## config.mk

```make
export PLATFORM = sky130hd
export DESIGN_NAME = mmio_port_endpoint
export DESIGN_NICKNAME = d
export VERILOG_FILES = /design/src/rtl/mmio_ep_pkg.sv /design/src/rtl/ep_sync_fifo.sv /design/src/rtl/mmio_port_endpoint.sv
export SDC_FILE = /design/constraint.sdc
export NUM_CORES = 1
export LEC_CHECK = 0
export CAP_MARGIN = 25
export CORE_MARGIN = 2
export CORE_UTILIZATION = 50
export DETAILED_ROUTE_END_ITERATION = 16
export PLACE_DENSITY = 0.82
export SLEW_MARGIN = 20
export SYNTH_ARGS = -nofsm -noshare
export SYNTH_HDL_FRONTEND = slang
export SYNTH_SLANG_ARGS = --single-unit
```

## constraint.sdc

```tcl
create_clock -name clk -period 3.3 [get_ports clk]
set_input_delay 0.33 -clock clk [delete_from_list [all_inputs] [get_ports clk]]
set_output_delay 0.33 -clock clk [all_outputs]
set_load 0.005 [all_outputs]
```

## src/rtl/mmio_ep_pkg.sv

```systemverilog
// mmio_ep_pkg: shared definitions for the MMIO port endpoint.
//   - opcode_e      : command opcodes carried on the odd (high) word of a pair write
//   - ST_*          : bit positions inside the status read word
//   - STATUS_CNT_W  : width of the FIFO count fields in the status word
package mmio_ep_pkg;

  localparam int STATUS_CNT_W = 4;

  typedef enum logic [15:0] {
    OP_NOP      = 16'h0000,
    OP_TX_PUSH  = 16'h0001,
    OP_RX_POP   = 16'h0002,
    OP_FLUSH    = 16'h0003,
    OP_IRQ_MASK = 16'h0004
  } opcode_e;

  localparam int ST_RX_NONEMPTY = 15;
  localparam int ST_TX_FULL     = 14;
  localparam int ST_RX_UNF      = 13;
  localparam int ST_TX_OVF      = 12;
  localparam int ST_RX_CNT_LSB  = 4;
  localparam int ST_TX_CNT_LSB  = 0;

endpackage

```

## src/rtl/ep_sync_fifo.sv

```systemverilog
// ep_sync_fifo: single-clock first-word-fall-through FIFO.
//   clk, rst_n   : clock, asynchronous active-low reset (control state only)
//   push, wdata  : write request and data; ignored when full unless popped this cycle
//   pop          : read request; ignored when empty
//   flush        : empties the FIFO; outranks push and pop in the same cycle
//   head         : current head word (valid while !empty)
//   count        : number of stored entries
//   full, empty  : occupancy flags
// Pointers wrap modulo DEPTH and occupancy is a separate counter, so DEPTH
// need not be a power of two.
module ep_sync_fifo #(
  parameter int WIDTH = 16,
  parameter int DEPTH = 4,
  parameter int CNT_W = 4
) (
  input  logic             clk,
  input  logic             rst_n,
  input  logic             push,
  input  logic             pop,
  input  logic             flush,
  input  logic [WIDTH-1:0] wdata,
  output logic [WIDTH-1:0] head,
  output logic [CNT_W-1:0] count,
  output logic             full,
  output logic             empty
);

  localparam int PTR_W = (DEPTH > 1) ? $clog2(DEPTH) : 1;

  logic [WIDTH-1:0] mem [DEPTH];
  logic [PTR_W-1:0] wr_ptr;
  logic [PTR_W-1:0] rd_ptr;
  logic             do_push;
  logic             do_pop;

  function automatic logic [PTR_W-1:0] ptr_inc(input logic [PTR_W-1:0] p);
    return (p == PTR_W'(DEPTH - 1)) ? '0 : p + 1'b1;
  endfunction

  assign full  = (count == CNT_W'(DEPTH));
  assign empty = (count == '0);
  assign head  = mem[rd_ptr];

  // A push into a full FIFO is legal only when the head leaves the same cycle.
  assign do_pop  = pop && !empty;
  assign do_push = push && (!full || do_pop);

  always_ff @(posedge clk or negedge rst_n) begin
    if (!rst_n) begin
      wr_ptr <= '0;
      rd_ptr <= '0;
      count  <= '0;
    end else if (flush) begin
      wr_ptr <= '0;
      rd_ptr <= '0;
      count  <= '0;
    end else begin
      if (do_push) wr_ptr <= ptr_inc(wr_ptr);
      if (do_pop)  rd_ptr <= ptr_inc(rd_ptr);
      case ({do_push, do_pop})
        2'b10:   count <= count + 1'b1;
        2'b01:   count <= count - 1'b1;
        default: count <= count;
      endcase
    end
  end

  // Storage carries no reset; only the pointers/count define validity.
  always_ff @(posedge clk) begin
    if (do_push && !flush) mem[wr_ptr] <= wdata;
  end

endmodule

```

## src/rtl/mmio_port_endpoint.sv

```systemverilog
// mmio_port_endpoint: peripheral side of one MMIO port pair.
// A rising edge of port_wr issues one command {port_lo = payload, port_hi = opcode}.
// Outbound payloads queue in a TX FIFO drained by the device (tx_*), inbound
// device words queue in an RX FIFO (rx_*) and are read back through rd_lo;
// rd_hi is a combinational status word.
// Optional build macro MMIO_EP_IRQ_EN adds the irq output, an irq_en register
// and the IRQ_MASK opcode.
// Ports:
//   clk, rst_n         : clock, asynchronous active-low reset
//   port_wr, port_rd   : write strobe (level), read strobe (unused here)
//   port_lo, port_hi   : payload word, opcode word
//   rd_lo, rd_hi       : RX head data, status word
//   tx_data/valid/ready: TX stream to device
//   rx_data/valid/ready: RX stream from device
//   irq                : (MMIO_EP_IRQ_EN only) rx_nonempty qualified by irq_en
module mmio_port_endpoint
  import mmio_ep_pkg::*;
#(
  parameter int DEPTH = 4,
  parameter int WIDTH = 16
) (
  input  logic             clk,
  input  logic             rst_n,
  input  logic             port_wr,
  input  logic             port_rd,
  input  logic [WIDTH-1:0] port_lo,
  input  logic [WIDTH-1:0] port_hi,
  output logic [WIDTH-1:0] rd_lo,
  output logic [WIDTH-1:0] rd_hi,
  output logic [WIDTH-1:0] tx_data,
  output logic             tx_valid,
  input  logic             tx_ready,
  input  logic [WIDTH-1:0] rx_data,
  input  logic             rx_valid,
`ifdef MMIO_EP_IRQ_EN
  output logic             rx_ready,
  output logic             irq
`else
  output logic             rx_ready
`endif
);

  logic                    port_wr_q;
  logic                    cmd_fire;
  logic                    cmd_push;
  logic                    cmd_pop;
  logic                    cmd_flush;
  logic                    cmd_mask;
  logic                    tx_drain;
  logic                    rx_fill;
  logic                    tx_ovf;
  logic                    rx_unf;
  logic [WIDTH-1:0]        rx_head;
  logic [STATUS_CNT_W-1:0] tx_count;
  logic [STATUS_CNT_W-1:0] rx_count;
  logic                    tx_full;
  logic                    tx_empty;
  logic                    rx_full;
  logic                    rx_empty;
  logic                    rd_unused;

  // Read strobes carry no side effects in this build.
  assign rd_unused = port_rd;

  assign cmd_fire = port_wr && !port_wr_q;

  always_comb begin
    cmd_push  = 1'b0;
    cmd_pop   = 1'b0;
    cmd_flush = 1'b0;
    cmd_mask  = 1'b0;
    if (cmd_fire) begin
      case (port_hi)
        OP_TX_PUSH:  cmd_push  = 1'b1;
        OP_RX_POP:   cmd_pop   = 1'b1;
        OP_FLUSH:    cmd_flush = 1'b1;
        OP_IRQ_MASK: cmd_mask  = 1'b1;
        default:     ;
      endcase
    end
  end

  assign tx_valid = !tx_empty;
  assign rx_ready = !rx_full;
  assign tx_drain = tx_valid && tx_ready;
  assign rx_fill  = rx_valid && rx_ready;

  ep_sync_fifo #(.WIDTH(WIDTH), .DEPTH(DEPTH), .CNT_W(STATUS_CNT_W)) u_tx_fifo (
    .clk   (clk),
    .rst_n (rst_n),
    .push  (cmd_push),
    .pop   (tx_drain),
    .flush (cmd_flush),
    .wdata (port_lo),
    .head  (tx_data),
    .count (tx_count),
    .full  (tx_full),
    .empty (tx_empty)
  );

  ep_sync_fifo #(.WIDTH(WIDTH), .DEPTH(DEPTH), .CNT_W(STATUS_CNT_W)) u_rx_fifo (
    .clk   (clk),
    .rst_n (rst_n),
    .push  (rx_fill),
    .pop   (cmd_pop),
    .flush (cmd_flush),
    .wdata (rx_data),
    .head  (rx_head),
    .count (rx_count),
    .full  (rx_full),
    .empty (rx_empty)
  );

  // Command edge detect and sticky error flags. A TX_PUSH into a full FIFO is
  // only an overflow when no drain frees a slot in the same cycle.
  always_ff @(posedge clk or negedge rst_n) begin
    if (!rst_n) begin
      port_wr_q <= 1'b0;
      tx_ovf    <= 1'b0;
      rx_unf    <= 1'b0;
    end else begin
      port_wr_q <= port_wr;
      if (cmd_flush) begin
        tx_ovf <= 1'b0;
        rx_unf <= 1'b0;
      end else begin
        if (cmd_push && tx_full && !tx_drain) tx_ovf <= 1'b1;
        if (cmd_pop && rx_empty)              rx_unf <= 1'b1;
      end
    end
  end

  assign rd_lo = rx_empty ? '0 : rx_head;

  always_comb begin
    rd_hi = '0;
    rd_hi[ST_RX_NONEMPTY] = !rx_empty;
    rd_hi[ST_TX_FULL]     = tx_full;
    rd_hi[ST_RX_UNF]      = rx_unf;
    rd_hi[ST_TX_OVF]      = tx_ovf;
    rd_hi[ST_RX_CNT_LSB +: STATUS_CNT_W] = rx_count;
    rd_hi[ST_TX_CNT_LSB +: STATUS_CNT_W] = tx_count;
  end

`ifdef MMIO_EP_IRQ_EN
  logic irq_en;

  // irq follows the registered FIFO state, so it trails it by one clock.
  always_ff @(posedge clk or negedge rst_n) begin
    if (!rst_n) begin
      irq_en <= 1'b0;
      irq    <= 1'b0;
    end else begin
      if (cmd_mask) irq_en <= port_lo[0];
      irq <= irq_en && !rx_empty;
    end
  end
`else
  logic mask_unused;
  assign mask_unused = cmd_mask;
`endif

endmodule
```

Word-level counts from Yosys, hierarchy flattened
Memory sizes are Yosys's and may differ from the RTL's.
Index checks and enable logic that the tools add are counted.
Widths: inputs -> output; s select.
Storage, ports and cells
  register bits after elaboration: 19
  bits in writable memories: 128
  bits of input ports: 54
  output and inout bits: 50
  word-level logic and storage cells: 94
  memories: 2
Memory list
  u_rx_fifo.mem: words 4, width 16, rd ports 1, clocked after memory_dff 0, wr ports 1, RTL line ep_sync_fifo.sv:30  | logic [WIDTH-1:0] mem [DEPTH];
  u_tx_fifo.mem: words 4, width 16, rd ports 1, clocked after memory_dff 0, wr ports 1, RTL line ep_sync_fifo.sv:30
Cells by class
  add/subtract/negate cells: 8
  eq/ne operators: 13
  mux-type cells: 31
  reductions and logical operators: 31
Operators with widths (number)
  $eq 16x2->1 const B: 2
  $mux 2: 12
  $eq 16x1->1 const B: 1
  $mux 16: 1
  $pmux 4 s2: 2
  $mux 1: 14
  $eq 2x2->1 const B: 6
  $logic_and 1x1->1: 12
  $reduce_bool 2->1: 6
  $add 2x1->2 const B: 4
  $add 4x1->4 const B: 2
  $eq 4x3->1 const B: 2
  $logic_not 4->1: 2
  $mux 4: 2
  $sub 4x1->4 const B: 2
  $logic_not 1->1: 7
  $reduce_bool 3->1: 2
  $eq 2x1->1 const B: 2
  $logic_or 1x1->1: 2

Longest topological paths before layout
Gate-level depths: netlist of run 1.
  depth after elaboration: 9
  depth in mapped cells: 10
  gate-level depth less buffers: 9

Modules after synthesis
A second synthesis of run 1 with hierarchy kept.
Unflattened totals
  cells, all modules: 351
  area total of the unflattened synthesis: 6262.3 µm²
Modules (own cells, without submodules)
  ep_sync_fifo: times used 2, cells each 151, area each 2946.6 µm²
  mmio_port_endpoint: times used 1, cells each 49, area each 369.1 µm²

Least setup slack after synthesis of run 1
No wires, ideal clock.
  path kind: reg-to-reg
  start point: reg u_rx_fifo.count[1]
  end point: reg u_rx_fifo.count[3]
  data arrival time: 2596 ps
  path slack: 631 ps
  stages on the path, launching flop included: 11
  clock period less this slack: 2669 ps
  path through: dfrtp_1 or4b_1 buf_2 and2_1 nor4_1 ha_1 o21a_1 a211oi_2 nand4_1 a21o_1 a21oi_2
On the way
  elaborated cells on any way between the ends: 15
  those cells by class: add/sub: 2; eq/ne: 3; mux: 2; reduce/logical: 8
RTL lines
  start, declared: RTL line ep_sync_fifo.sv:23  | output logic [CNT_W-1:0] count,
  start signal, assigned: RTL line ep_sync_fifo.sv:61  | 2'b10: count <= count + 1'b1;
  start signal, assigned: RTL line ep_sync_fifo.sv:62  | 2'b01: count <= count - 1'b1;
  start signal, assigned: RTL line ep_sync_fifo.sv:63  | default: count <= count;
  $eq 4x3->1 (*): RTL line ep_sync_fifo.sv:40  | assign full = (count == CNT_W'(DEPTH));
  $logic_not 1->1 (*): RTL line mmio_port_endpoint.sv:84  | assign rx_ready = !rx_full;
  net rx_ready: RTL line mmio_port_endpoint.sv:39  | output logic rx_ready
  $logic_and 1x1->1 or $logic_or 1x1->1 (tied branches): RTL line mmio_port_endpoint.sv:86, ep_sync_fifo.sv:46
  $logic_and 1x1->1 (*): RTL line ep_sync_fifo.sv:46  | assign do_push = push && (!full || do_pop);
  $eq 2x1->1 or $eq 2x2->1 (tied branches): RTL line ep_sync_fifo.sv:60  | case ({do_push, do_pop})
  $pmux 4 s2: RTL line ep_sync_fifo.sv:60
  $mux 4: RTL line ep_sync_fifo.sv:53  | end else if (flush) begin
Mark *: on every way through the listed nets, which the timed path passes. The rest lies on a longest branch.
A chain may end at the register's enable or synchronous reset.

Final worst setup path of run 1
  start point: reg u_rx_fifo.count[1]
  end point: reg u_rx_fifo.count[3]
On the way
  word-level cells in the longest chain between the ends: 8
  elaborated cells on any way between the ends: 15
  those cells by class: add/sub: 2; eq/ne: 3; mux: 2; reduce/logical: 8
RTL lines
  $logic_not 4->1: RTL line ep_sync_fifo.sv:41  | assign empty = (count == '0);
  $logic_not 1->1: RTL line ep_sync_fifo.sv:45  | assign do_pop = pop && !empty;
  $logic_and 1x1->1: RTL line ep_sync_fifo.sv:45
  $logic_or 1x1->1: RTL line ep_sync_fifo.sv:46
  $logic_and 1x1->1: RTL line ep_sync_fifo.sv:46
  $eq 2x1->1 or $eq 2x2->1 (tied branches): RTL line ep_sync_fifo.sv:60
  $pmux 4 s2: RTL line ep_sync_fifo.sv:60
  $mux 4: RTL line ep_sync_fifo.sv:53
Parallel ways exist; a longest one is shown, timed or not.

==> results.sh, run 1 <==
export IMPL_place_congestion=0.806
export IMPL_hold_path_class="in -> reg"
export IMPL_placement_io_buffers=98
export IMPL_clock_transition_at_the_registers_of_the_reported_paths_ns=0.06
export IMPL_powerDensity_mw_per_mm2=717
export IMPL_main_combinational_cell_family_by_area_after_synthesis="multiplexers"
export IMPL_dr_pass1_iters=4
export IMPL_cts_sinks=147
export IMPL_place_ws_ns=0.284
export IMPL_cts_resized=0
export IMPL_ys_warn_count=0
export IMPL_io_pins=104
export IMPL_synth_ff_latch_count=147
export IMPL_grt_usage_pct=19.3
export IMPL_worst_setup_path_type="reg -> reg"
export IMPL_crit_path_cell_trace="or4b_1 > and2_1 > nor4_1 > ha_1 > o21a_1 > a211oi_2 > nand4_1 > a21o_1 > a21oi_2"
export IMPL_mappedNetlistArea_mm2=0.00621
export IMPL_critical_path_max_stage_delay_ns=0.67
export IMPL_critical_path_s_slowest_cell="or4b_1"
export IMPL_synth_compound_gate_area_share_pct=3.12
export IMPL_die_area_mm2=0.0133
export IMPL_timing_max_slew_rel_slack_pct=39.3
export IMPL_postCtsSetupRepairBufs=0
export IMPL_layout_nets=518
export IMPL_cts_root_buf="clkbuf_16"
export IMPL_largest_net_degree_at_the_start_of_global_routing=20
export IMPL_post_route_period_util_pct=86.7
export IMPL_power_uw=5680
export IMPL_synthMuxAreaShare_pct=12.3
export IMPL_cp_required_ns=3.65
export IMPL_drive_above_1_share_pct=18.8
export IMPL_grt_first_pass_wirelength_um=18700
export IMPL_fin_crit_ns=2.86
export IMPL_filler_cell_count=820
export IMPL_wire_length_per_cell_um=18.5
export IMPL_synthTopCellsByArea="edfxtp_1, mux4_2, dfrtp_1, ha_1, and2_1"
export IMPL_cp_start_kind="flop"
export IMPL_vdd_ir_drop_max_uv=420
export IMPL_cts_hold_repair_buffers=0
export IMPL_grt_pass1_vias=3607
export IMPL_cts_root_to_sink_buffers=2
export IMPL_timing_critical_path_arrival_ns=3.21
export IMPL_worst_path_dominant_cell_family="simple AND/OR/NAND/NOR gates"
export IMPL_numCtsBuffers=17
export IMPL_worst_clock_skew_ns=0.00938
export IMPL_synth_fa_ha_area_share_pct=3.14
export IMPL_num_vias=3380
export IMPL_post_synth_and_or_nand_nor_area_fraction_pct=9.27
export IMPL_netlist_instances=342
export IMPL_grt_setup_unrepaired="no"
export IMPL_outcome="finished, final reports clean"
export IMPL_routed_wl_um=11700
export IMPL_yosys_area_top_type_share_pct=61.9
export IMPL_initial_antenna_violation_count=0
export IMPL_initialDrtViolationCount=217
export IMPL_synth_enable_flop_cells=128
export IMPL_seq_area_frac_synth_pct=69.6
export IMPL_area_of_the_multi_input_gates_mm2=0.00177
export IMPL_detail_route_drc_violations=0
export IMPL_maxSlewViolCount=0
export IMPL_asyncSetResetFlopFracSynth_pct=12.9
export IMPL_critical_path_buf_inv_count=0
export IMPL_fmax_ghz=0.349
export IMPL_final_critical_path_setup_slack_ns=0.438
export IMPL_p_leak_uw=0.00273
export IMPL_setup_tns_final_ns=0
export IMPL_die_height_um=115
export IMPL_path_max_fanout=8
export IMPL_num_antenna_cells=0
export IMPL_clock_tree_htree_level_count=4
export IMPL_clk_latency_ns=0.42
export IMPL_worst_slew_pin_transition_ns=0.910
export IMPL_row_count=40
export IMPL_cp_end_kind="flop"
export IMPL_synthesized_area_fraction_occupied_by_xor_and_xnor_cells_pct=0.423
export IMPL_remaining_global_route_overflow=0
export IMPL_top_post_synthesis_cells_by_count="edfxtp_1, mux4_2, and2_1, dfrtp_1, ha_1"
export IMPL_initial_utilization_pct=51.5
export IMPL_area_delta_synth_final_pct=27.6
export IMPL_avgSynthCellArea_um2=18.2
export IMPL_regArea_mm2=0.00432
export IMPL_dp_hpwl_um=7650
export IMPL_count_of_cell_types_in_the_netlist=55
export IMPL_finalSetupViolCount=0
export IMPL_post_synth_top_count_cell="edfxtp_1"
export IMPL_placeableCoreArea_mm2=0.0121
export IMPL_via_per_inst=5.37
export IMPL_final_hold_viol_count=0
export IMPL_chipWidth_um=115
export IMPL_synth_largest_area_cell="edfxtp_1"
export IMPL_antenna_left=0
export IMPL_tritoncts="built"
export IMPL_ys_dominant_reg_cell="edfxtp_1"
export IMPL_cap_violations=0
[state kept, by name, indices dropped and copies added (netlist names)]
signal            count
tx_ovf                1
u_tx_fifo.mem        64
u_tx_fifo.count       4
port_wr_q             1
u_tx_fifo.wr_ptr      2
u_rx_fifo.count       4
u_tx_fifo.rd_ptr      2
rx_unf                1
u_rx_fifo.rd_ptr      2
u_rx_fifo.wr_ptr      2
u_rx_fifo.mem        64
[where the power goes]
part / total (uW) / switching (uW) / internal [uW] / leakage, uW
clock network: 1820 / 718 / 1110 / 0.000275
logic: 1400 / 564 / 835 / 0.00105
registers: 2460 / 185 / 2270 / 0.00140
total: 5680 / 1470 / 4210 / 0.00273
[placed cells by master, fill, tap and decap left out, drive strengths merged, types with 2 or more instances in the layout]
master / n
mux2i: 4
ha: 14
and2: 23
nor4: 6
nor3: 6
nand2: 7
nor2: 9
inv: 9
edfxtp: 128
nor4b: 2
buf: 7
xor2: 2
a31oi: 2
bufinv: 2
a21oi: 10
dfrtp: 19
clkdlybuf4s50: 98
clkinv: 8
clkinvlp: 2
and3: 8
clkbuf: 18
o21ai: 6
or4: 2
and3b: 2
nand3: 8
conb: 4
a21o: 3
a22o: 2
mux4: 32
nand3b: 3
[through the flow]
stage / hold WS (ns) / instance area (um2) / instances / util, %
after global placement: 0.486 / 7360 / 598 / 61.0
final: 0.399 / 7920 / 630 / 65.7
after detailed placement: 0.487 / 7360 / 598 / 61.0
after floorplan: 0.0344 / 6220 / 345 / -
after global routing: 0.390 / 7920 / 630 / 65.7
after CTS: 0.379 / 7920 / 630 / 65.7
[layer usage]
| metal | share of wire [%] | wire length [um] | global-route usage [%] |
|---|---|---|---|
| met1 | 42 | 4880 | 24.8 |
| met2 | 51 | 5900 | 30.9 |
| met3 | 5.9 | 689 | 5.70 |
| met4 | 1.8 | 206 | 8.51 |
| met5 | 0 | 0 | 0 |
[worst reg2reg max path: stages (launching register included)]
cell and delay (ns):
dfrtp_1 0.49, or4b_1 0.67, and2_1 0.27, nor4_1 0.28, ha_1 0.31, o21a_1 0.13
a211oi_2 0.19, nand4_1 0.14, a21o_1 0.22, a21oi_2 0.10
[worst paths after layout]
path                                    start                  to  slack [ns]  cells after the start
max                        u_rx_fifo.count[1]  u_rx_fifo.count[3]        0.44                      9
min                                   port_wr           port_wr_q        0.40                      1
max reg2reg                u_rx_fifo.count[1]  u_rx_fifo.count[3]        0.44                      9
min reg2reg                            rx_unf              rx_unf        0.49                      2
max in group asynchronous               rst_n  u_rx_fifo.count[0]        2.35                      1
min in group asynchronous               rst_n           port_wr_q        0.41                      1
[layout make-up]
cell class | count | area share, %
Clock inverter | 14 | 1.74
Multi-Input combinational cell | 171 | 22.3
Tap cell | 168 | 2.65
Clock buffer | 18 | 5.42
Timing Repair Buffer | 105 | 13.0
Sequential cell | 147 | 54.5
Inverter | 7 | 0.332
[logic make-up after synthesis]
group	count (synthesis)
xor gates and xnor gates	3
muxes	36
adders and majority gates	15
buffers and inverters	27
DFF	147
other	1
and+or+nand+nor	84
AOI/OAI and AO/OA	29
No activity file was read; power rests on OpenSTA's default activity.
==> run 2, diff against run 1 <==
--- a/config.mk
+++ b/config.mk
@@ -9,6 +9,7 @@
 export CORE_MARGIN = 2
 export CORE_UTILIZATION = 50
 export DETAILED_ROUTE_END_ITERATION = 16
+export GPL_TIMING_DRIVEN = 0
 export PLACE_DENSITY = 0.82
 export SLEW_MARGIN = 20
 export SYNTH_ARGS = -nofsm -noshare
==> run 2 against run 1 <==
First-iteration DRC count grew 21%. Sequential share of layout area shrank 0.44 points. Via count grew 2.0%. Sequential power shrank 2%. Non-clock buffer count grew 13. Cell area grew 0.81%. Flip-flop and latch count is the same. Final cell count grew 2.1%. Combinational power grew 4%. Clock power grew 3%. Worst hold slack lost 0.0025 ns.
==> results.sh, run 2 (synthesis results as in run 1) <==
export IMPL_outcome="finished, final reports clean"
export IMPL_tritoncts="built"
export IMPL_critical_path_depth=5
export IMPL_fin_crit_ns=3.08
export IMPL_worst_clock_skew_ns=0.00823
export IMPL_setup_tns_final_ns=0
export IMPL_num_vias=3447
export IMPL_critical_path_max_stage_delay_ns=0.51
export IMPL_placement_io_buffers=98
export IMPL_critical_path_s_slowest_cell="buf_1"
export IMPL_cp_end_kind="output pin"
export IMPL_cts_hold_repair_buffers=0
export IMPL_powerDensity_mw_per_mm2=718
export IMPL_timing_max_slew_rel_slack_pct=39.2
export IMPL_timing_critical_path_arrival_ns=2.75
export IMPL_crit_path_cell_trace="clkbuf_1 > buf_1 > mux4_2 > and2_1 > clkdlybuf4s50_1"
export IMPL_commonest_non_fill_non_tap_cell_in_the_layout="edfxtp_1"
export IMPL_crit_end="rd_lo[14]"
export IMPL_clock_transition_at_the_registers_of_the_reported_paths_ns=0.06
export IMPL_wire_length_per_cell_um=18.3
export IMPL_critical_path_buf_inv_count=3
export IMPL_row_count=40
export IMPL_die_area_mm2=0.0133
export IMPL_numCtsBuffers=17
export IMPL_io_pins=104
export IMPL_remaining_global_route_overflow=0
export IMPL_clock_tree_htree_level_count=4
export IMPL_final_cell_area_mm2=0.00799
export IMPL_top_regs="u_rx_fifo.mem (64), u_tx_fifo.mem (64)"
export IMPL_postCtsSetupRepairBufs=0
export IMPL_cts_root_to_sink_buffers=2
export IMPL_area_delta_synth_final_pct=28.6
export IMPL_grt_first_pass_wirelength_um=18300
export IMPL_largest_net_degree_at_the_start_of_global_routing=20
export IMPL_ff2ff_setup_slack_ns=0.43
export IMPL_placed_area_mm2=0.00741
export IMPL_cp_start_kind="flop"
export IMPL_cts_resized=0
export IMPL_layout_nets=531
export IMPL_number_of_cells_on_the_worst_reg_to_reg_path=10
export IMPL_initial_utilization_pct=51.5
export IMPL_cts_root_buf="clkbuf_16"
export IMPL_initialDrtViolationCount=262
export IMPL_detail_route_drc_violations=0
export IMPL_dr_pass1_iters=4
export IMPL_fmax_ghz=0.325
export IMPL_grt_usage_pct=18.9
export IMPL_vdd_ir_drop_max_uv=395
export IMPL_worst_setup_path_type="reg -> out"
export IMPL_place_congestion=0.845
export IMPL_placeableCoreArea_mm2=0.0121
export IMPL_maxSlewViolCount=0
export IMPL_worst_path_dominant_cell_family="buffers and inverters"
export IMPL_worst_slew_pin_transition_ns=0.909
export IMPL_path_max_fanout=10
export IMPL_clk_latency_ns=0.42
export IMPL_grt_pass1_vias=3542
export IMPL_via_per_inst=5.36
export IMPL_cp_required_ns=2.97
export IMPL_filler_cell_count=836
export IMPL_hold_path_class="in -> reg"
export IMPL_finalSetupViolCount=0
export IMPL_final_hold_viol_count=0
export IMPL_drive_above_1_share_pct=18.9
export IMPL_final_cell_mix="edfxtp_1, clkdlybuf4s50_1, mux4_2"
export IMPL_dp_hpwl_um=7760
export IMPL_grt_setup_unrepaired="no"
export IMPL_initial_antenna_violation_count=0
export IMPL_routed_wl_um=11700
export IMPL_startpoint="u_rx_fifo.rd_ptr[1]"
export IMPL_cap_violations=0
export IMPL_cts_sinks=147
export IMPL_antenna_left=0
export IMPL_p_leak_uw=0.00277
export IMPL_die_height_um=115
export IMPL_num_antenna_cells=0
export IMPL_post_route_period_util_pct=93.3
export IMPL_chipWidth_um=115
export IMPL_regToRegStartpoint="u_rx_fifo.count[1]"
export IMPL_regToRegEndpoint="u_rx_fifo.count[3]"
==> run 2: changes by cell type in the layout (fill, tap and decap cells not counted), sizes merged <==
cell | previous run | this run
buf | 7 | 14
clkbuf | 18 | 25
inv | 9 | 7
bufinv | 2 | 3
clkinv | 8 | 9
clkinvlp | 2 | 1
==> run 2: layer usage <==
metal  wire length, um  track usage, %
met5                 0               0
met4               111            6.02
met3               658            6.12
met2              6040            32.0
met1              4920            23.1
==> run 2: per-stage QoR <==
stage | utilization, % | setup WS (ns) | total power (uW) | cells | hold slack, ns
after floorplan | - | 0.631 | 3200 | 345 | 0.0344
after global placement | 61.5 | 0.388 | 3870 | 611 | 0.486
after detailed placement | 61.5 | 0.289 | 3910 | 611 | 0.491
after CTS | 66.2 | 0.182 | 5790 | 643 | 0.383
after global routing | 66.2 | 0.0271 | 6010 | 643 | 0.393
final | 66.2 | 0.221 | 5730 | 643 | 0.396
==> run 2: how the worst min path moves through the flow <==
stage          depth (start not counted)  slack, ns   endpoint     from
2_1_floorplan                          0       0.03  port_wr_q    rst_n
3_3_place_gp                           2       0.49     tx_ovf   tx_ovf
3_5_place_dp                           2       0.49     rx_unf   rx_unf
4_1_cts                                1       0.38  port_wr_q  port_wr
5_1_grt                                1       0.39  port_wr_q  port_wr
6_report                               1       0.40  port_wr_q  port_wr
==> run 2: final cells by class <==
type | instances | area, um2 | share of cell area [%]
Sequential cell | 147 | 4320 | 54.1
Multi-Input combinational cell | 171 | 1770 | 22.1
Timing Repair Buffer | 98 | 981 | 12.3
Clock buffer | 19 | 433 | 5.42
Tap cell | 168 | 210 | 2.63
Clock inverter | 13 | 141 | 1.77
Buffer | 20 | 109 | 1.36
Inverter | 7 | 26.3 | 0.329
==> run 2: report_power, final <==
part	internal, uW	switching [uW]	total (uW)
Clock	1170	696	1870
Sequential	2270	145	2420
Combinational	848	599	1450
Total	4290	1440	5730
